### src/rtl/serial_subtractor16_if.sv
// Operand/result handshake bundle for the nibble-serial subtractor.
// master drives operands and accepts results; slave is the subtractor itself.
interface serial_subtractor16_if #(
   parameter int WIDTH = 16
);
   logic             in_valid;
   logic             in_ready;
   logic [WIDTH-1:0] a;
   logic [WIDTH-1:0] b;
   logic             bin;
   logic             out_valid;
   logic             out_ready;
   logic [WIDTH-1:0] d;
   logic             bout;
   logic             zero;
   logic             ovf;

   modport master (
      output in_valid, a, b, bin, out_ready,
      input  in_ready, out_valid, d, bout, zero, ovf
   );

   modport slave (
      input  in_valid, a, b, bin, out_ready,
      output in_ready, out_valid, d, bout, zero, ovf
   );
endinterface

### src/rtl/serial_subtractor16.sv
// Multi-cycle subtractor D = A - B - BIN, one DIGIT-wide slice per clock,
// using a registered borrow chain folded into an add of the inverted subtrahend.
module serial_subtractor16 #(
   parameter int WIDTH = 16,
   parameter int DIGIT = 4
) (
   input  logic                 clk,
   input  logic                 rst,
   serial_subtractor16_if.slave bus
);
   localparam int NDIG = WIDTH / DIGIT;
   localparam int IDXW = (NDIG > 1) ? $clog2(NDIG) : 1;

   typedef enum logic [1:0] {IDLE, BUSY, DONE} state_t;

   state_t           state_reg, state_next;
   logic [IDXW-1:0]  idx_reg;
   logic [WIDTH-1:0] a_reg, b_reg, d_reg, d_next;
   logic             borrow_reg, bout_reg, zero_reg, ovf_reg;
   logic [DIGIT-1:0] a_dig [NDIG];
   logic [DIGIT-1:0] b_dig [NDIG];
   logic [DIGIT:0]   sum;
   logic [DIGIT-1:0] s;
   logic             c;
   logic             last;
   logic             accept;

   // d_next merges the freshly computed slice into the held result so that
   // the zero flag can see the complete difference on the final digit edge.
   for (genvar gi = 0; gi < NDIG; gi++) begin : g_dig
      assign a_dig[gi] = a_reg[gi*DIGIT +: DIGIT];
      assign b_dig[gi] = b_reg[gi*DIGIT +: DIGIT];
      assign d_next[gi*DIGIT +: DIGIT] =
         (state_reg == BUSY && idx_reg == IDXW'(gi)) ? s : d_reg[gi*DIGIT +: DIGIT];
   end

   always_comb begin
      sum = {1'b0, a_dig[idx_reg]} + {1'b0, ~b_dig[idx_reg]} + {{DIGIT{1'b0}}, ~borrow_reg};
      s   = sum[DIGIT-1:0];
      c   = sum[DIGIT];
   end

   assign last   = (idx_reg == IDXW'(NDIG - 1));
   assign accept = (state_reg == IDLE) && bus.in_valid;

   always_ff @(posedge clk or posedge rst) begin
      if (rst) state_reg <= IDLE;
      else     state_reg <= state_next;
   end

   always_comb begin
      state_next = state_reg;
      case (state_reg)
         IDLE:    if (bus.in_valid)  state_next = BUSY;
         BUSY:    if (last)          state_next = DONE;
         DONE:    if (bus.out_ready) state_next = IDLE;
         default: state_next = IDLE;
      endcase
   end

   always_ff @(posedge clk or posedge rst) begin
      if (rst) begin
         idx_reg    <= '0;
         a_reg      <= '0;
         b_reg      <= '0;
         d_reg      <= '0;
         borrow_reg <= 1'b0;
         bout_reg   <= 1'b0;
         zero_reg   <= 1'b0;
         ovf_reg    <= 1'b0;
      end else begin
         if (accept) begin
            a_reg      <= bus.a;
            b_reg      <= bus.b;
            borrow_reg <= bus.bin;
            idx_reg    <= '0;
         end
         if (state_reg == BUSY) begin
            d_reg      <= d_next;
            borrow_reg <= ~c;
            idx_reg    <= last ? '0 : idx_reg + 1'b1;
            if (last) begin
               bout_reg <= ~c;
               zero_reg <= (d_next == '0);
               ovf_reg  <= (a_reg[WIDTH-1] != b_reg[WIDTH-1]) &&
                           (d_next[WIDTH-1] != a_reg[WIDTH-1]);
            end
         end
      end
   end

   assign bus.in_ready  = (state_reg == IDLE);
   assign bus.out_valid = (state_reg == DONE);
   assign bus.d         = d_reg;
   assign bus.bout      = bout_reg;
   assign bus.zero      = zero_reg;
   assign bus.ovf       = ovf_reg;
endmodule

### src/flat_wrapper.sv
// flat-port wrapper written by rule: the top's interface ports become plain ports
module serial_subtractor16_flat 
#(
   parameter int WIDTH = 16,
   parameter int DIGIT = 4
)
  (clk, rst, bus_in_valid, bus_a, bus_b, bus_bin, bus_out_ready, bus_in_ready, bus_out_valid, bus_d, bus_bout, bus_zero, bus_ovf);
  serial_subtractor16_if #(.WIDTH(WIDTH)) bus_i ();
  input  logic clk;
  input  logic rst;
  input wire logic [$bits(bus_i.in_valid)-1:0] bus_in_valid;
  input wire logic [$bits(bus_i.a)-1:0] bus_a;
  input wire logic [$bits(bus_i.b)-1:0] bus_b;
  input wire logic [$bits(bus_i.bin)-1:0] bus_bin;
  input wire logic [$bits(bus_i.out_ready)-1:0] bus_out_ready;
  output wire logic [$bits(bus_i.in_ready)-1:0] bus_in_ready;
  output wire logic [$bits(bus_i.out_valid)-1:0] bus_out_valid;
  output wire logic [$bits(bus_i.d)-1:0] bus_d;
  output wire logic [$bits(bus_i.bout)-1:0] bus_bout;
  output wire logic [$bits(bus_i.zero)-1:0] bus_zero;
  output wire logic [$bits(bus_i.ovf)-1:0] bus_ovf;
  assign bus_i.in_valid = bus_in_valid;
  assign bus_i.a = bus_a;
  assign bus_i.b = bus_b;
  assign bus_i.bin = bus_bin;
  assign bus_i.out_ready = bus_out_ready;
  assign bus_in_ready = bus_i.in_ready;
  assign bus_out_valid = bus_i.out_valid;
  assign bus_d = bus_i.d;
  assign bus_bout = bus_i.bout;
  assign bus_zero = bus_i.zero;
  assign bus_ovf = bus_i.ovf;
  serial_subtractor16 #(.WIDTH(WIDTH), .DIGIT(DIGIT)) u_core (.clk(clk), .rst(rst), .bus(bus_i));
endmodule
### config.mk
export PLATFORM = sky130hd
export DESIGN_NAME = serial_subtractor16_flat
export DESIGN_NICKNAME = d
export VERILOG_FILES = /design/src/rtl/serial_subtractor16_if.sv /design/src/rtl/serial_subtractor16.sv /design/src/flat_wrapper.sv
export SDC_FILE = /design/constraint.sdc
export NUM_CORES = 1
export LEC_CHECK = 0
export ABC_AREA = 1
export BUFFER_PORTS_ARGS = -buffer_cell sky130_fd_sc_hd__buf_4
export CAP_MARGIN = 0
export CELL_PAD_IN_SITES_DETAIL_PLACEMENT = 1
export CELL_PAD_IN_SITES_GLOBAL_PLACEMENT = 1
export CORE_ASPECT_RATIO = 1.75
export CORE_UTILIZATION = 35
export DETAILED_ROUTE_END_ITERATION = 12
export PLACE_DENSITY = 0.75
export SYNTH_ARGS = -nofsm -noshare
export SYNTH_HDL_FRONTEND = slang
export SYNTH_SLANG_ARGS = --single-unit
export TNS_END_PERCENT = 10
### constraint.sdc
create_clock -name clk -period 3.5 [get_ports clk]
set_input_delay 0 -clock clk [delete_from_list [all_inputs] [get_ports clk]]
set_output_delay 0 -clock clk [all_outputs]
set_load 0.01 [all_outputs]
==> out/results.txt <==
result of the run - complete, no violations
largest net degree at the start of global routing - 30
starting density of the core - 0.364
wire length of the first global-routing pass - 12700 um
clock sink count - 56
Layout Utilization - 0.501
syn_nets - 402
Netlist cell types - 24
number of CTS-inserted buffers - 5
Crit Path Max Fanout - 13
Top FF cell, synth - dfrtp_1
asr flop ratio synth - 1.00
Die Y - 119 um
Post-Synthesis Cells - 356
Setup TNS Final - 0 ps
DRT Pass-1 Iters - 4
drt wl/cell - 14.2 um
Post-synth EDFFs - 0
syn_area_per_cell - 7.73 um2
vias in the first global route - 2686
clk buf depth - 2
Inserted Diodes - 0
max_slew headroom - 0.499
fin nets - 494
DP Wirelength - 5480 um
fin crit period - 2910 ps
initial detailed-routing violation count - 74
Peak supply drop - 0.391 mV
Die ar. - 0.00823 mm2
sequential-to-total area share from yosys stat - 0.509
crit share post-route - 0.830
vias per cell - 4.75
GP Congestion - 0.897
post-CTS sizing - 0
slowest stage delay, CP - 480 ps
RSZ-0062 raised after global routing - no
Max Cap Viol - 0
# rows - 42
CTS root buf - clkbuf_16
area growth from synthesis to layout - 37.7%
Die X - 69.0 um
total core area - 0.00757 mm2
crit path kind - reg2reg
Highest Clock Rate - 344 MHz
WP data required - 3740 ps
post-route worst setup slack - 593 ps
Power Density - 988 mW/mm2
initial antenna violation count - 0
most used cell, CP - nand2_1
Yosys warning count - 0
via count - 2550
Hold WC Path Type - in2reg
Overall Power - 3.74 mW
CP Capture Type - flip-flop
crit path launch type - flip-flop
critical path's slowest cell - dfrtp_1
Pleak - 2.03 nW
synthesized area - 0.00275 mm2
IO Port Bufs - 57
Clock Skew - 9.43 ps
Clock Latency Late Sink - 300 ps
clk slew on worst S/H paths - 70 ps
I/O pins - 58
drt total wl - 7650 um
layout cells sized above 1 - 0.180
gr usage total - 0.199
Slew Viols, Final - 0
count of state elements after synthesis - 56
Setup WS pre-CTS - 624 ps
Final setup viols - 0
CP Data Arrival Time - 3150 ps
H-tree depth - 2
DRC - 0
CTS tree - built
CP cell instances - inv_1 > a21oi_1 > a32o_1 > fa_1 > fa_1 > inv_1 > nand2_1 > nand2_1 > nand2_1 > nand2_1 > nand2_1 > nor2_1 > nand2_1 > nor2_1 > nand2_1 > nand2_1
ANT nets after route - 0
final hold violations - 0
aggregate global routing overflow - 0
slew of the pin with the lowest slew margin - 751 ps
## report_power, final
part           switching [mW]  internal [mW]  total, mW
sequential              0.206          0.961       1.17
combinational            1.25          0.760       2.01
clock                   0.232          0.337      0.569
total                    1.69           2.06       3.74
## stage by stage
stage | std cells | hold WS [ps] | cell area, um2
finish | 537 | 182 | 3790
global route | 537 | 223 | 3790
CTS | 537 | 181 | 3790
detailed placement | 494 | 121 | 3270
global placement | 494 | 106 | 3270
floorplan | 356 | 98.2 | 2750
## worst paths after layout
check / startpoint / endpoint / slack, ps / depth (start not counted)
max reg2reg: u_core.idx_reg[1]$_DFFE_PP0P_ / u_core.bus.zero$_DFFE_PP0P_ / 590 / 16
min in group asynchronous: rst / u_core.bus.d[4]$_DFFE_PP0P_ / 330 / 3
max: u_core.idx_reg[1]$_DFFE_PP0P_ / u_core.bus.zero$_DFFE_PP0P_ / 590 / 16
min reg2reg: u_core.a_reg[11]$_DFFE_PP0P_ / u_core.a_reg[11]$_DFFE_PP0P_ / 480 / 2
max in group asynchronous: rst / u_core.b_reg[13]$_DFFE_PP0P_ / 2370 / 4
min: bus_in_valid / u_core.state_reg[0]$_DFFE_PP0P_ / 180 / 4
## Yosys cell counts, drive strengths merged (2+ instances only)
cell type  count  area, um2
nand2        164        626
dfrtp         56       1400
inv           41        154
nor2          25        109
o21ai         20        100
nand3         10       55.1
a21oi          7       35.0
ha             7       87.6
clkbuf         6       22.5
buf            5       25.0
or2            4       25.0
o22ai          3       18.8
a32o           2       20.0
a32oi          2       17.5
fa             2       40.0
## metal layers
layer  vias up  share of wire  wire length, um  GRT usage
met1      1213           0.36             2770      0.198
met4         0          0.035              269     0.0982
met2        48           0.58             4440      0.388
met3        16          0.022              168     0.0271
li1       1273              -                -          -
met5         -              0                0          0
## what timing repair did
item	4_1_cts	5_1_grt
buffers inserted	0	0
endpoints found under the setup margin	0	0
hold buffers	35	0
hold endpoints to repair	61	0
## critical path: cells and delay by family (launching register included)
family | cells | cell delay, ps
compound gates | 2 | 310
fa+ha+maj | 2 | 860
buf+inv | 2 | 390
flops | 1 | 480
simple gates | 10 | 820
## cell families after synthesis
| kind of cell | after synthesis | synth area share |
|---|---|---|
| AO/OA/AOI/OAI | 36 | 0.0750 |
| buffers and inverters | 52 | 0.0732 |
| adder cells (fa/ha/maj) | 9 | 0.0464 |
| flip-flops | 56 | 0.509 |
| AND/OR/NAND/NOR | 203 | 0.296 |
## final cells by class
class	instances	area [um2]
tap	88	110
multi-input combinational	248	1150
clock buffer	5	125
inverter	41	154
timing repair buffer	96	808
sequential	56	1400
fill	945	3780
clock inverter	3	42.5
## cell usage in the layout, fill, tap and decap left out
master,synthesis,layout
nand2_1,160,160
buf_4,0,61
dfrtp_1,56,56
inv_1,40,39
dlygate4sd3_1,0,35
nor2_1,21,21
o21ai_0,19,19
nand3_1,9,9
a21oi_1,7,7
ha_1,7,7
clkbuf_16,0,5
nand2_2,4,4
nor2_2,3,3
or2_1,3,3
o22ai_1,3,3
inv_2,1,2
a32o_1,2,2
a32oi_1,2,2
fa_1,2,2
nor2_4,1,1
o31ai_1,1,1
nand3_2,1,1
or2_2,1,1
o21ai_1,1,1
o211ai_1,1,1
clkinv_2,0,1
bufinv_16,0,1
clkinvlp_4,0,1
(Power assumes the default switching activity.)
